## src/rtl/if_pkg.sv

```systemverilog
// Shared fetch-side types and constants: FSM states, redirect sources and the
// reset/exception vectors (CP0 uses the same vectors).
package if_pkg;

    localparam logic [31:0] RESET_PC  = 32'hBFC0_0000;
    localparam logic [31:0] EX_VECTOR = 32'hBFC0_0380;

    typedef enum logic [1:0] {
        IDLE,
        REQ,
        WAIT,
        FULL
    } fetch_state_e;

    typedef enum logic [1:0] {
        RS_NONE,
        RS_BR,
        RS_ERET,
        RS_EX
    } redir_src_e;

    // ex/eret are pipeline flushes; they outrank a branch held in the pending slot.
    function automatic logic is_flush(input redir_src_e src);
        return (src == RS_ERET) || (src == RS_EX);
    endfunction

endpackage

```

## src/rtl/redirect_pick.sv

```systemverilog
// Priority select of the redirect source plus the pending target/source register
// that remembers where to go once a stale fetch has drained.
module redirect_pick
    import if_pkg::*;
(
    input  logic        clk,
    input  logic        resetn,
    input  logic        ex_valid,
    input  logic        eret_valid,
    input  logic [31:0] epc,
    input  logic        br_valid,
    input  logic [31:0] br_target,
    input  logic        capture,
    input  logic        clear,
    output logic        redirect,
    output logic [31:0] target,
    output logic        pending_valid,
    output logic [31:0] pending_target,
    output logic [31:0] resolved_target
);

    redir_src_e  src;
    redir_src_e  pend_src_q, pend_src_d;
    logic [31:0] pend_target_q, pend_target_d;
    logic        take;

    always_comb begin
        // NOTE: every output of this block gets a default first, so no path can infer a latch.
        src           = RS_NONE;
        target        = br_target;
        pend_src_d    = pend_src_q;
        pend_target_d = pend_target_q;

        if (ex_valid) begin
            src    = RS_EX;
            target = EX_VECTOR;
        end else if (eret_valid) begin
            src    = RS_ERET;
            target = epc + 32'd4;
        end else if (br_valid) begin
            src    = RS_BR;
        end

        redirect        = (src != RS_NONE);
        // A branch cannot displace a flush target that is already waiting.
        take            = is_flush(src) || ((src == RS_BR) && !is_flush(pend_src_q));
        resolved_target = take ? target : pend_target_q;

        if (clear) begin
            pend_src_d    = RS_NONE;
            pend_target_d = 32'h0;
        end else if (capture && take) begin
            pend_src_d    = src;
            pend_target_d = target;
        end
    end

    always_ff @(posedge clk or negedge resetn) begin
        // NOTE: sequential state uses non-blocking assignments so all flops update together.
        if (!resetn) begin
            pend_src_q    <= RS_NONE;
            pend_target_q <= 32'h0;
        end else begin
            pend_src_q    <= pend_src_d;
            pend_target_q <= pend_target_d;
        end
    end

    assign pending_valid  = (pend_src_q != RS_NONE);
    assign pending_target = pend_target_q;

endmodule

```

## src/rtl/if_fetch_ctrl.sv

```systemverilog
// Instruction-fetch sequencer: owns the fetch PC, keeps one request in flight,
// drops responses made stale by a redirect and buffers one instruction for ID.
module if_fetch_ctrl
    import if_pkg::*;
(
    input  logic        clk,
    input  logic        resetn,
    input  logic        ex_valid,
    input  logic        eret_valid,
    input  logic [31:0] epc,
    input  logic        br_valid,
    input  logic [31:0] br_target,
    input  logic        id_allowin,
    output logic        inst_req,
    output logic [31:0] inst_addr,
    input  logic        inst_addr_ok,
    input  logic        inst_data_ok,
    input  logic [31:0] inst_rdata,
    output logic        if_valid,
    output logic [31:0] if_pc,
    output logic [31:0] if_inst
);

    fetch_state_e state_q, state_d;
    logic [31:0]  fetch_pc_q, fetch_pc_d;
    logic         if_valid_q, if_valid_d;
    logic [31:0]  if_pc_q, if_pc_d;
    logic [31:0]  if_inst_q, if_inst_d;

    logic         redirect;
    logic [31:0]  target;
    logic         discard;
    logic [31:0]  pending_target;
    logic [31:0]  resolved_target;
    logic         capture;
    logic         clear;

    redirect_pick u_redirect_pick (
        .clk             (clk),
        .resetn          (resetn),
        .ex_valid        (ex_valid),
        .eret_valid      (eret_valid),
        .epc             (epc),
        .br_valid        (br_valid),
        .br_target       (br_target),
        .capture         (capture),
        .clear           (clear),
        .redirect        (redirect),
        .target          (target),
        .pending_valid   (discard),
        .pending_target  (pending_target),
        .resolved_target (resolved_target)
    );

    always_comb begin
        state_d    = state_q;
        fetch_pc_d = fetch_pc_q;
        if_valid_d = if_valid_q;
        if_pc_d    = if_pc_q;
        if_inst_d  = if_inst_q;
        capture    = 1'b0;
        clear      = 1'b0;
        inst_req   = 1'b0;

        case (state_q)
            IDLE: begin
                state_d = REQ;
                if (redirect) fetch_pc_d = target;
            end
            REQ: begin
                // The address is already on the bus, so a redirect only marks it stale.
                inst_req = 1'b1;
                capture  = redirect;
                if (inst_addr_ok) state_d = WAIT;
            end
            WAIT: begin
                if (inst_data_ok) begin
                    clear   = 1'b1;
                    state_d = REQ;
                    if (discard || redirect) begin
                        fetch_pc_d = resolved_target;
                    end else begin
                        if_valid_d = 1'b1;
                        if_pc_d    = fetch_pc_q;
                        if_inst_d  = inst_rdata;
                        fetch_pc_d = fetch_pc_q + 32'd4;
                        state_d    = FULL;
                    end
                end else begin
                    capture = redirect;
                end
            end
            FULL: begin
                if (redirect) begin
                    if_valid_d = 1'b0;
                    fetch_pc_d = target;
                    state_d    = REQ;
                end else if (id_allowin) begin
                    if_valid_d = 1'b0;
                    state_d    = REQ;
                end
            end
            default: state_d = IDLE;
        endcase
    end

    always_ff @(posedge clk or negedge resetn) begin
        if (!resetn) begin
            state_q    <= IDLE;
            fetch_pc_q <= RESET_PC;
            if_valid_q <= 1'b0;
            if_pc_q    <= 32'h0;
            if_inst_q  <= 32'h0;
        end else begin
            state_q    <= state_d;
            fetch_pc_q <= fetch_pc_d;
            if_valid_q <= if_valid_d;
            if_pc_q    <= if_pc_d;
            if_inst_q  <= if_inst_d;
        end
    end

    assign inst_addr = fetch_pc_q;
    assign if_valid  = if_valid_q;
    assign if_pc     = if_pc_q;
    assign if_inst   = if_inst_q;

endmodule

```

## config.mk

```make
export PLATFORM = sky130hd
export DESIGN_NAME = if_fetch_ctrl
export DESIGN_NICKNAME = d
export VERILOG_FILES = /design/src/rtl/if_pkg.sv /design/src/rtl/redirect_pick.sv /design/src/rtl/if_fetch_ctrl.sv
export SDC_FILE = /design/constraint.sdc
export NUM_CORES = 1
export LEC_CHECK = 0
export BUFFER_PORTS_ARGS = -buffer_cell sky130_fd_sc_hd__buf_2
export CORE_AREA = 2 2 151 94
export DETAILED_ROUTE_END_ITERATION = 6
export DIE_AREA = 0 0 153 96
export PLACE_DENSITY_LB_ADDON = 0.15
export SYNTH_ARGS = -nofsm -noshare
export SYNTH_HDL_FRONTEND = slang
export SYNTH_SLANG_ARGS = --single-unit
```

## constraint.sdc

```tcl
create_clock -name clk -period 5.4 [get_ports clk]
set_clock_uncertainty 0.05 [all_clocks]
set_input_delay 0.27 -clock clk [delete_from_list [all_inputs] [get_ports clk]]
set_output_delay 0.27 -clock clk [all_outputs]
set_load 0.1 [all_outputs]
```

==> results of run 1 <==
## layer usage
layer  global-route usage (%)  routed length, um  vias up
met5                        0                  0        -
met4                     10.3                456        0
met3                     5.76               2410       57
met2                     47.3              10600      442
met1                     45.2               9830     3408
li1                         -                  -     3133
## worst max-delay path: stages, from the launching register on
cell and delay [ns]:
dfrtp_1 0.42, inv_1 0.10, ha_1 0.41, nor2b_1 0.56, a21oi_1 0.13, nor3_2 0.36
buf_4 0.38, o21ai_0 0.20, a21oi_1 0.16, a221o_1 0.14
## through the flow
step           worst slack [ns]  hold WS (ns)
4_1_cts                    2.51        0.0228
6_report                   2.43        0.0243
3_3_place_gp               2.52         0.314
5_1_grt                    2.31        0.0282
2_1_floorplan              2.58       -0.0756
3_5_place_dp               2.41         0.319
## cells in the final DEF (no fill, tap or decap), types with 14 or more instances in the layout
master	count
xnor2_1	23
nor2_1	61
xor2_1	17
buf_2	200
a211oi_1	14
a21oi_1	42
nor3_1	15
a22o_1	20
o21ai_0	45
nand4_1	19
dfrtp_1	124
clkbuf_16	17
nand2_1	59
mux2_2	62
nand3_1	26
## registers in the layout (all words and copies together) (netlist names)
name,count
state_q,2
if_valid,1
u_redirect_pick.pend_src_q,2
inst_addr,32
u_redirect_pick.pending_target,32
if_inst,32
if_pc,32
## worst paths after layout
| check | slack (ns) | cells after the start | end | from |
|---|---|---|---|---|
| min reg2reg | 0.43 | 2 | u_redirect_pick.pending_target[28]$_DFFE_PN0P_ | u_redirect_pick.pending_target[28]$_DFFE_PN0P_ |
| max reg2reg | 2.43 | 9 | u_redirect_pick.pending_target[24]$_DFFE_PN0P_ | state_q[0]$_DFFE_PN0P_ |
| min | 0.02 | 2 | if_inst[1]$_DFFE_PN0P_ | inst_rdata[1] |
| max in group asynchronous | 3.71 | 3 | inst_addr[30]$_DFFE_PN0P_ | resetn |
| max | 2.43 | 9 | u_redirect_pick.pending_target[24]$_DFFE_PN0P_ | state_q[0]$_DFFE_PN0P_ |
| min in group asynchronous | 0.40 | 2 | if_pc[7]$_DFFE_PN0P_ | resetn |
## logic make-up (layout without fill, tap and decap cells)
kind of cell               count (synthesis)  after routing  share of synthesized area (%)
and+or+nand+nor                          242            242                           16.7
buffers and inverters                     57            254                           3.20
muxes                                     69             69                           10.5
xor gates and xnor gates                  40             40                           4.77
DFF                                      133            133                           45.4
AOI/OAI and AO/OA                        198            198                           18.5
adders and majority gates                  6              6                           1.02
## power breakdown
part	leakage, uW	internal, uW	switching [uW]
logic	0.00234	765	2710
clock network	0.000282	738	460
registers	0.00173	1370	338
total	0.00435	2870	3510
## cell type report
cell class                      instances  share of cell area (%)
Clock buffer                           20                    4.91
Tap cell                              175                    2.41
Inverter                               10                   0.412
Timing Repair Buffer                  212                    12.1
Clock inverter                         12                    1.72
Sequential cell                       133                    36.7
Multi-Input combinational cell        555                    41.8
## repair_timing
action | CTS | global route
hold buffers | 1 | 0
endpoints found under the hold margin | 77 | 0
endpoints found under the setup margin | 0 | 0
==> run metrics, run 1 <==
run status=finished clean; P&R area growth vs syn=23.8%; worst skew pair latency=0.43 ns; Gate Count Post-Synth=745; Worst EP required=5.70 ns; IO Port Bufs=201; CTS sink cnt=133; Initial DRT Pass Iterations=6; Root Driver=clkbuf_16; Final Non-Filler Cells=1117; worst setup path class=flip-flop to flip-flop; clk slew on worst S/H paths=0.06 ns; Post-Syn Nets=855; EDFF count, synth=0; Synth area leaders=dfrtp_1 42%, mux2_2 9.5%, dfstp_2 3.2%; Reg area=3340 um2; Max IR drop VDD=0.000435 V; Total Power=6390 uW; Tcrit/Tclk final=55.1%; Slew Viols, Final=0; WL final=23300 um; MaxCap Viol Count=0; crit path max fanout=25; final instance area=9100 um2; global placement routability congestion=0.914; CTS tree=built; Max Freq=336 MHz; Main synth FF type=dfrtp_1; area of the multi-input gates=3800 um2; Cell Rows=33; setup TNS=0 ns; Avg WL per Cell=20.8 um; cell with the most instances after synthesis=dfrtp_1; post-route ant nets=0; die area=14700 um2; count of boundary I/O pins=202; chip width=153 um; global route overflow=0; final core utilization=68.2%; worst min-delay path class=primary input to flip-flop; mapped cell area=7350 um2; Yosys reg bits=133; Async SR Flop Fraction=100%; antenna violations before repair=0; DR iter-0 viols=889; share of cells above drive strength 1=35.0%; Slew Limit Headroom=32.4%; core area=13300 um2; Die H=96 um; cell taking the most area after synthesis=dfrtp_1; arrival time at the worst endpoint=3.28 ns; ANT cells=0; Post-DP Area=8490 um2; DP Cell Count=1084; vias=7040; first-pass GRT wire length=35600 um; Setup crit end kind=flip-flop; number of buffers created by CTS=17; final hold vios=0; gr usage total=31.0%; top cells by count, synth=124 x dfrtp_1, 62 x mux2_2, 61 x nor2_1, 59 x nand2_1, 45 x o21ai_0; Worst Setup Start Kind=flip-flop; Seq/Total Area, Yosys=45.4%; H-tree depth=4; number of global-route vias before repair=6580; clk buf depth=2; drc violations=0; post-synth top area share=42.2%; Slew @ Worst Pin=1.00 ns; post-CTS setup buffer count=0; # resized after CTS=0; nets=1039; RSZ-0062 raised after global routing=false; Warnings, synthesis=0; Yosys cell types=65; post-route minimum period=2.97 ns; PwrDens=702 nW/um2; # setup viols final=0; post-DP HPWL=16900 um; syn avg cell area=9.87 um2; Fill cells=1064; largest net degree at the start of global routing=81; P_leak=0.00435 uW; Starting Density=55.1%; routed vias/inst=6.30
No activity file was read; power rests on OpenSTA's default activity.
==> run 2: changes to the inputs <==
--- a/config.mk
+++ b/config.mk
@@ -6,9 +6,9 @@
 export NUM_CORES = 1
 export LEC_CHECK = 0
 export BUFFER_PORTS_ARGS = -buffer_cell sky130_fd_sc_hd__buf_2
-export CORE_AREA = 2 2 151 94
+export CORE_AREA = 2 2 163 101
 export DETAILED_ROUTE_END_ITERATION = 6
-export DIE_AREA = 0 0 153 96
+export DIE_AREA = 0 0 165 103
 export PLACE_DENSITY_LB_ADDON = 0.15
 export SYNTH_ARGS = -nofsm -noshare
 export SYNTH_HDL_FRONTEND = slang
==> constraint.sdc (replaced) <==
create_clock -name clk -period 2.5 [get_ports clk]
set_clock_uncertainty 0.05 [all_clocks]
set_input_delay 0.125 -clock clk [delete_from_list [all_inputs] [get_ports clk]]
set_output_delay 0.125 -clock clk [all_outputs]
set_load 0.1 [all_outputs]
==> run 2 against run 1 <==
Die area grew 16%. Fmax grew 25%. Global-route usage shrank 2.5 points. Sequential power grew 120%. Non-clock buffer count grew 75. Sequential share of layout area shrank 2.5 points. Core utilization shrank 5.8 points. Wire length grew 4.2%. Worst hold slack lost 0.0075 ns. Combinational power grew 120%. Clock power grew 110%. Flip-flop and latch count is the same. Highest routed layer is now met5.
==> run metrics, run 2 (synthesis gave the netlist of run 1 again) <==
routed vias/inst=5.82 (-7.7%); number of buffers created by CTS=17 (unchanged); run status=finished clean; global placement routability congestion=0.990 (+8.3%); Max Freq=420 MHz (+25%); most frequent cells in the layout=200 x buf_2, 110 x dfrtp_1, 62 x mux2_2; first-pass GRT wire length=36200 um (+1.8%); clk slew on worst S/H paths=0.07 ns (about the same); P_leak=0.00470 uW (+7.8%); DP Cell Count=1158 (+6.8%); Setup crit end kind=flip-flop; arrival time at the worst endpoint=2.65 ns (-0.63 ns); gr usage total=28.5% (-2.5 points); IO Port Bufs=201 (unchanged); WHS Path Cells=3 (+1); Worst R2R Setup Slack=0.12 ns (-2.31 ns); post-route ant nets=0 (unchanged); number of buffer and inverter stages on the critical path=3 (+1); H-tree depth=4 (unchanged); largest stage delay on the critical path=0.41 ns (-0.15 ns); Avg WL per Cell=19.7 um (-5.2%); largest net degree at the start of global routing=67 (-17%); final hold vios=0 (unchanged); number of global-route vias before repair=6294 (-4.3%); global route overflow=0 (unchanged); post-route minimum period=2.38 ns (-0.594 ns); worst min-delay path class=primary input to flip-flop; vias=7136 (+1.4%); Worst Setup Start Kind=flip-flop; leading cell type in the layout, fill and taps excluded=buf_2; Worst EP required=2.77 ns (-2.93 ns); crit path max fanout=13 (-48%); Tcrit/Tclk final=95.2% (+40 points); CTS tree=built; worst skew pair latency=0.44 ns (about the same); Root Driver=clkbuf_16; Reg2Reg Capture Point=inst_addr[19]$_DFFE_PN0P_; Die H=103 um (+7.3%); Slew Limit Headroom=54.4% (+22 points); CP delay by family, top=compound AO/OA/AOI/OAI gates; RSZ-0062 raised after global routing=false; WL final=24200 um (+4.2%); PwrDens=1420 nW/um2 (+100%); MaxCap Viol Count=0 (unchanged); post-DP HPWL=17900 um (+5.6%); final core utilization=62.5% (-5.8 points); Hold Path Origin=br_target[18]; Crit-path slowest cell=dfrtp_1; Hold EP=u_redirect_pick.pending_target[18]$_DFFE_PN0P_; nets=1114 (+7.2%); Initial DRT Pass Iterations=6 (unchanged); antenna violations before repair=0 (unchanged); CTS sink cnt=133 (unchanged); core area=15700 um2 (+18%); chip width=165 um (+7.8%); Final Non-Filler Cells=1227 (+9.8%); # setup viols final=0 (unchanged); Starting Density=46.8% (-8.4 points); crit path cell chain=inv_1, ha_1, buf_4, a211o_1, buf_4, o21ai_0, o21ai_0, a221o_1; Slew @ Worst Pin=0.683 ns (-0.322 ns); Post-DP Area=8870 um2 (+4.6%); count of boundary I/O pins=202 (unchanged); Cell Rows=36 (+9.1%); share of cells above drive strength 1=38.2% (+3.1 points); Slew Viols, Final=0 (unchanged); final instance area=9820 um2 (+7.9%); clk buf depth=2 (unchanged); DR iter-0 viols=797 (-10%); reg2reg start=state_q[0]$_DFFE_PN0P_; die area=17000 um2 (+16%); drc violations=0 (unchanged); Max IR drop VDD=0.00104 V (+140%); worst setup path class=flip-flop to flip-flop; worst r2r path cells=8 (-1); P&R area growth vs syn=33.6%
run 2: cell count changes in the layout (fill, tap and decap cells not counted), moves of 5 or more:
cell,previous run,this run
dfrtp_2,0,14
inv_6,0,5
dfrtp_1,124,110
dlygate4sd3_1,1,36
buf_4,10,48
inv_8,0,7
run 2: how the worst max path moves through the flow:
stage | slack [ns] | start | to | cells after the start
floorplan | -0.03 | inst_addr[8]$_DFFE_PN0P_ | inst_addr[19]$_DFFE_PN0P_ | 6
global placement | 0.26 | epc[2] | inst_addr[21]$_DFFE_PN0P_ | 9
detailed placement | 0.17 | state_q[0]$_DFFE_PN0P_ | u_redirect_pick.pending_target[31]$_DFFE_PN0P_ | 8
CTS | 0.14 | state_q[0]$_DFFE_PN0P_ | u_redirect_pick.pending_target[31]$_DFFE_PN0P_ | 8
global route | 0.02 | state_q[0]$_DFFE_PN0P_ | u_redirect_pick.pending_target[31]$_DFFE_PN0P_ | 8
finish | 0.12 | state_q[0]$_DFFE_PN0P_ | inst_addr[19]$_DFFE_PN0P_ | 8
run 2: power breakdown:
group	total, uW	internal [uW]	switching (uW)	leakage, uW
clock network	2490	1340	1150	0.000289
registers	3720	2980	739	0.00171
logic	7730	1860	5860	0.00269
run 2: through the flow:
stage,hold WS [ns],setup TNS (ns),setup slack (ns),power [uW]
final,0.0168,0,0.119,13900
after CTS,0.00584,0,0.139,13900
after global routing,0.0249,0,0.0165,14500
after global placement,0.0786,0,0.257,11300
after floorplan,-0.221,-0.0325,-0.0325,9500
after detailed placement,0.0846,0,0.169,11300
run 2: area by class of cell:
class / count / area, um2
Sequential cell: 133 / 3360
Inverter: 10 / 37.5
Clock buffer: 17 / 425
Antenna cell: 1 / 2.50
Clock inverter: 15 / 153
Timing Repair Buffer: 287 / 1770
Fill cell: 1351 / 5900
Multi-Input combinational cell: 555 / 3810
Tap cell: 209 / 262
run 2: per-layer routing:
metal	wire length (um)	GRT usage, %	vias to the layer above
met5	20	0	-
met4	323	6.56	2
met3	2950	10.6	37
met2	9390	37.1	396
met1	11500	44.1	3404
li1	-	-	3297
run 2: repair_timing:
item	4_1_cts	5_1_grt
gates resized for setup	0	1
setup endpoints to repair	0	7
hold endpoints to repair	88	0
hold buffers	36	0
setup buffers	0	0
run 2: worst register-to-register path, stage by stage, from the launching register on:
cell and delay, ns:
dfrtp_1 0.41, inv_1 0.09, ha_1 0.36, buf_4 0.21, a211o_1 0.35, buf_4 0.22, o21ai_0 0.16, o21ai_0 0.14
a221o_1 0.28
